==> config.mk <==
export PLATFORM = sky130hd
export DESIGN_NAME = dmem_arbiter
export DESIGN_NICKNAME = d
export VERILOG_FILES = /design/src/rtl/dmem_arbiter.sv
export SDC_FILE = /design/constraint.sdc
export NUM_CORES = 1
export LEC_CHECK = 0
export ABC_AREA = 1
export ABC_CLOCK_PERIOD_IN_PS = 5800
export CAP_MARGIN = 5
export CORE_AREA = 2 2 117 119
export CTS_BUF_LIST = sky130_fd_sc_hd__clkbuf_4 sky130_fd_sc_hd__clkbuf_8
export DETAILED_ROUTE_END_ITERATION = 6
export DIE_AREA = 0 0 119 121
export PLACE_DENSITY = 0.63
export SLEW_MARGIN = 20
export SYNTH_ARGS = -nofsm -noshare
export SYNTH_HDL_FRONTEND = slang
export SYNTH_SLANG_ARGS = --single-unit
==> constraint.sdc <==
create_clock -name clk -period 5.8 [get_ports clk]
set_clock_uncertainty 0.1 [all_clocks]
set_input_delay 1.45 -clock clk [delete_from_list [all_inputs] [get_ports clk]]
set_output_delay 1.45 -clock clk [all_outputs]
set_load 0.005 [all_outputs]
==> src/rtl/dmem_arbiter.sv <==
// Data-memory arbiter shared by the pipeline MEM stage and a DMA/debug port.
// The pipeline normally has priority. A starvation counter forces one DMA
// grant after STARVE_MAX consecutive denied DMA cycles. The grant decision is
// combinational, so at most one memory access happens per cycle.
// DMA read data and the owner record are registered.
module dmem_arbiter #(
    parameter int STARVE_MAX = 4
) (
    input  logic        clk,
    input  logic        reset,
    input  logic        p_req,
    input  logic        p_we,
    input  logic [31:0] p_addr,
    input  logic [31:0] p_wdata,
    output logic [31:0] p_rdata,
    output logic        p_stall,
    input  logic        d_req,
    input  logic        d_we,
    input  logic [31:0] d_addr,
    input  logic [31:0] d_wdata,
    output logic        d_gnt,
    output logic [31:0] d_rdata,
    output logic        d_valid,
    output logic [31:0] m_addr,
    output logic [31:0] m_wdata,
    output logic        m_memwrite,
    output logic        m_memread,
    input  logic [31:0] m_rdata,
    output logic [1:0]  owner
);

    typedef enum logic [1:0] {
        OWN_IDLE   = 2'b00,
        OWN_PIPE   = 2'b01,
        OWN_DMA    = 2'b10,
        OWN_FORCED = 2'b11
    } owner_t;

    localparam logic [3:0] STARVE_LIM = 4'(STARVE_MAX);

    logic [3:0]  r_starve_cnt;
    logic        r_d_valid;
    logic [31:0] r_d_rdata;
    owner_t      r_owner;

    logic w_force;
    logic w_dma_win;
    logic w_pipe_win;

    // While reset is low neither port may win, so every strobe stays low.
    assign w_force    = d_req && (r_starve_cnt == STARVE_LIM);
    assign w_dma_win  = reset && d_req && (w_force || !p_req);
    assign w_pipe_win = reset && p_req && !w_dma_win;

    // Steer the winning port onto the memory bus. With no winner the bus is zero.
    always_comb begin
        m_addr     = 32'h0;
        m_wdata    = 32'h0;
        m_memwrite = 1'b0;
        m_memread  = 1'b0;
        p_rdata    = 32'h0;
        if (w_dma_win) begin
            m_addr     = d_addr;
            m_wdata    = d_wdata;
            m_memwrite = d_we;
            m_memread  = !d_we;
        end else if (w_pipe_win) begin
            m_addr     = p_addr;
            m_wdata    = p_wdata;
            m_memwrite = p_we;
            m_memread  = !p_we;
            if (!p_we) begin
                p_rdata = m_rdata;
            end
        end
    end

    assign d_gnt   = w_dma_win;
    assign p_stall = w_dma_win && p_req;
    assign d_valid = r_d_valid;
    assign d_rdata = r_d_rdata;
    assign owner   = r_owner;

    // Update the starvation counter, capture DMA read data, and record the owner.
    always_ff @(posedge clk) begin
        if (!reset) begin
            r_starve_cnt <= 4'h0;
            r_d_valid    <= 1'b0;
            r_d_rdata    <= 32'h0;
            r_owner      <= OWN_IDLE;
        end else begin
            if (d_req && !w_dma_win) begin
                if (r_starve_cnt < STARVE_LIM) begin
                    r_starve_cnt <= r_starve_cnt + 4'h1;
                end
            end else begin
                r_starve_cnt <= 4'h0;
            end

            if (w_dma_win && !d_we) begin
                r_d_rdata <= m_rdata;
                r_d_valid <= 1'b1;
            end else begin
                r_d_valid <= 1'b0;
            end

            if (w_dma_win && w_force) begin
                r_owner <= OWN_FORCED;
            end else if (w_dma_win) begin
                r_owner <= OWN_DMA;
            end else if (w_pipe_win) begin
                r_owner <= OWN_PIPE;
            end else begin
                r_owner <= OWN_IDLE;
            end
        end
    end

endmodule

* After elaboration in Yosys (flattened, before gate mapping) *
Index checks and enable logic that the tools add are counted.

word-level totals
  register bits = 39
  output and inout bits = 135

operators by class
  reductions and logical operators = 15
  muxes and demuxes = 15
  eq/ne operators = 1
  order comparisons = 1
  add/subtract/negate cells = 1

operator list
  operator                                                                      count
  32-bit two-way mux                                                            7
  1-bit logical AND                                                             9
  1-bit two-way mux                                                             6
  4-bit by 1-bit adder with 4-bit output, second input constant                 1
  4-bit by 3-bit equality test with 1-bit output, second input constant         1
  1-bit logical NOT                                                             4
  4-bit by 3-bit less-than comparator with 1-bit output, second input constant  1
  2-bit two-way mux                                                             2
  2-bit AND reduction                                                           1
  1-bit logical OR                                                              1

* Longest topological paths before layout *
  depth after elaboration = 9
  mapped depth = 12
  gate-level depth less buffers = 10

* Worst setup path before layout *
No wires, ideal clock.

  path kind = input to output
  start = input port reset
  end = output port m_addr[10]
  arrival time = 2.244 ns
  path buffers = 3
  required time = 4.250 ns
  stages = 9
  path slack = 2.006 ns
  cell sequence = buf_2 nand2_1 inv_2 nand2_4 inv_2 buf_6 buf_6 nand2_1 nand2_1

on the way
  longest elaborated chain between the ends = 6

RTL lines
  what                            line  text
  start, declared                 10    input logic reset,
  1-bit logical AND (2 in a row)  52    assign w_dma_win = reset && d_req && (w_force || !p_req);
  1-bit logical NOT               53    assign w_pipe_win = reset && p_req && !w_dma_win;
  1-bit logical AND               53
  32-bit two-way mux              67    end else if (w_pipe_win) begin
  32-bit two-way mux (*)          62    if (w_dma_win) begin
  end, declared                   24    output logic [31:0] m_addr,

Every way passes the cells marked *; elsewhere a longest branch is shown, timed or not.

* Worst setup path in the final report *
  start = input port d_req
  end = output port m_memwrite

on the way
  longest elaborated chain between the ends = 7

RTL lines
  what                   line  text
  start, declared        17    input logic d_req,
  1-bit logical AND      51    assign w_force = d_req && (r_starve_cnt == STARVE_LIM);
  1-bit logical OR       52
  1-bit logical AND (*)  52
  1-bit logical NOT      53
  1-bit logical AND      53
  1-bit two-way mux      67
  1-bit two-way mux (*)  62
  end, declared          26    output logic m_memwrite,

Marked as above.

==> key figures <==
GRT
  – Antenna violations before repair: 1
  – Global-route wire length before repair: just under 20000 um
  – Largest net degree at the start of global routing: 67
  – Total GRT Usage: ~17%
  – Vias in the first global route: roughly 3.8k
  – Gr ovfl total: 0

Floorplanning
  – Core area: 13100 um^2
  – Number of I/O pins: around 300
  – Die Wd: ~120 um
  – Initial core utilization: between 20% and 30%
  – Die ar.: around 14000 um^2
  – Chip height: 121 um
  – Num rows: between 40 and 50

Synthesis
  – Synth Cell Area: a little under 3000 um^2
  – Top-area cell type share of the netlist area: approximately a third
  – Syn Inst Count: about 560
  – Netlist cell types: 21
  – Synth warn: 0
  – Seq/Total Area, Yosys: 26.3%
  – Syn avg cell area: ~5.3 um^2
  – Synth Net Count: just over 700
  – Synth top area cells: nand2_1 33%, dfxtp_1 26%, inv_1 13%, nor2_1 8.7%, nand4_1 6.7%
  – Synthesized flop and latch total: 39
  – Largest area contributor in the netlist: nand2_1

Drt
  – 1st-pass router iterations: 7
  – Routed wire per std cell: around 13 um
  – Drt initial violations: ~200
  – Final wirelength: approximately 13000 um
  – Vias per Instance: 3.93
  – Total number of vias: roughly 4.0k
  – ANT nets after route: 0
  – Drc violations: 0

Timing
  – Hold Fails Final Rpt: 0
  – Fin crit share: 85.7%
  – Worst rel slew slack: a little under three quarters
  – Setup_tns: 0 ps
  – Setup-failing EPs final: 0
  – Slew @ Worst Pin: between 400 and 500 ps
  – RSZ-0062 raised after global routing: no
  – Fin crit period: around 5000 ps
  – FMAX: between 200 and 250 MHz
  – Pins Over Slew Limit: 0

Finish
  – Post-route cell area: 6190 um^2
  – Most frequent cells in the layout: 300 x clkdlybuf4s50_1, 263 x nand2_1, 105 x inv_1, 69 x nor2_1, 39 x dfxtp_1
  – Diodes inserted: 0
  – Area delta synth->final: 109%
  – Commonest non-fill, non-tap cell in the layout: clkdlybuf4s50_1
  – Final Non-Filler Cells: a little over 1k
  – Nets: just over 1k
  – Share of layout cells above drive strength 1: under 10%
  – Filler Cell Count: roughly 1.4k

Critical path
  – Crit-path cells: clkdlybuf4s50_1 > nand2_1 > inv_2 > nand2_4 > nand2_4 > nor2_4 > buf_4 > nand2_1 > o21ai_0 > clkdlybuf4s50_1
  – Crit path max fanout: 40
  – WP data required: 4250 ps
  – Slowest stage delay, CP: between 500 and 600 ps
  – Startpoint class of the critical path: primary input
  – Family with the most delay on the worst path: buffers and inverters
  – Crit path DAT: ~3400 ps
  – Critical path buffers and inverters: 4
  – CP Class: primary input to primary output
  – Worst setup EP type: primary output
  – Slowest stage cell, crit path: clkdlybuf4s50_1

Placed design
  – # placed instances: between 1k and 1.5k
  – Gpl congestion: approximately 0.81
  – Final HPWL DP: around 10000 um
  – Placed cell area: around 6100 um^2
  – PortBufs: 300

Job
  – Maxcap violations: 0

Pwr
  – Internal: ~600 uW
  – Sequential cell fraction of total power: between 30% and 40%
  – Switching share of power: 26.1%
  – Pwr dens: 134 nW/um^2
  – Gate power share: 37.2%
  – Peak supply drop: about 0.00011 V
  – Net switching power: 216 uW
  – Clock power frac: 28.9%
  – P_leak: between 0.002 and 0.003 uW

Worst hold path
  – Min-delay worst type: register to register

Clocking
  – Clk slew on worst S/H paths: approximately 70 ps
  – Number of post-CTS setup repair buffers: 0
  – CTS root buffer: clkbuf_8
  – # H-tree levels: 2
  – CTS Hold Bufs: 0
  – Cts repair resizes: 0
  – Clock sink count: 39
  – Worst-skew pair later-pin latency: around 280 ps
  – CTS tree: built
  – CTS buffer count: 5
  – CTS max path bufs: 2

Outcome
  – Outcome: completed
-- metrics by stage --
stage / setup slack, ps / hold slack [ps] / util, % / power (uW)
after global routing: 631 / 438 / 47.3 / 880
after detailed placement: 812 / 395 / 46.4 / 598
after floorplan: 2010 / 374 / - / 383
after global placement: 797 / 396 / 46.4 / 598
final: 828 / 409 / 47.3 / 828
after CTS: 794 / 411 / 47.3 / 843
-- worst paths after layout --
check,cells past startpoint,end,slack [ps],from
worst max-delay path,10,m_memwrite,830,d_req
worst min-delay path,2,r_starve_cnt[3]$_SDFFE_PN0N_,410,r_starve_cnt[3]$_SDFFE_PN0N_
worst max register to register,12,d_rdata[30]$_SDFFE_PN0P_,3850,r_starve_cnt[0]$_SDFFE_PN0N_
worst min register to register,2,r_starve_cnt[3]$_SDFFE_PN0N_,410,r_starve_cnt[3]$_SDFFE_PN0N_
-- power groups by stage --
| stage | combinational [uW] | sequential (uW) | clock [uW] |
|---|---|---|---|
| 6_report | 308 | 281 | 239 |
| 5_1_grt | 337 | 282 | 261 |
| 4_1_cts | 313 | 281 | 249 |
| 3_5_place_dp | 310 | 287 | 0 |
| 3_3_place_gp | 312 | 287 | 0 |
| 2_1_floorplan | 95.0 | 288 | 0 |
-- cell type report --
| class | count | area, um^2 | share of cell area [%] |
|---|---|---|---|
| multi-input cells | 378 | 1580 | 25.5 |
| inverters | 109 | 409 | 6.61 |
| clock inverters | 2 | 35.0 | 0.566 |
| well taps | 176 | 220 | 3.56 |
| flip-flops and latches | 39 | 781 | 12.6 |
| clock buffers | 6 | 82.6 | 1.33 |
| repair buffers | 309 | 3080 | 49.8 |
-- cells in the mapped netlist, drive strengths merged --
| cell | count |
|---|---|
| o21ai | 1 |
| clkbuf | 4 |
| nand2 | 266 |
| a21oi | 2 |
| nand4 | 32 |
| nand3 | 2 |
| ha | 2 |
| buf | 29 |
| dfxtp | 39 |
| o22ai | 1 |
| clkinv | 1 |
| xor2 | 1 |
| nor2 | 71 |
| inv | 108 |
-- kinds of logic (layout without fill, tap and decap cells) --
group                    count (synthesis)  in the layout  share of synthesized area [%]
AO/OA/AOI/OAI                            4              4                          0.717
XOR/XNOR                                 1              1                          0.295
adder cells (fa/ha/maj)                  2              2                          0.843
buffers and inverters                  142            426                           20.4
flip-flops                              39             39                           26.3
AND/OR/NAND/NOR                        371            371                           51.4
-- worst register-to-register path, delay by kind of cell (launching register included) --
kind                     cells  cell delay [ps]
AND/OR/NAND/NOR              6              460
buffers and inverters        5              780
adder cells (fa/ha/maj)      1              190
flip-flops                   1              340
-- sequential cells by signal (all words and copies together) (netlist names) --
name,flops
d_rdata,32
d_valid,1
owner,2
r_starve_cnt,4
-- metal layers --
layer | wire (um) | GRT usage [%] | share of wire (%) | up-vias
li1 | - | - | - | 2176
met1 | 5330 | 20.2 | 41 | 1649
met2 | 6270 | 30.7 | 49 | 161
met3 | 1130 | 5.83 | 8.8 | 15
met4 | 135 | 3.42 | 1.0 | 2
met5 | 13 | 0 | 0.10 | -
(Power assumes the default switching activity.)
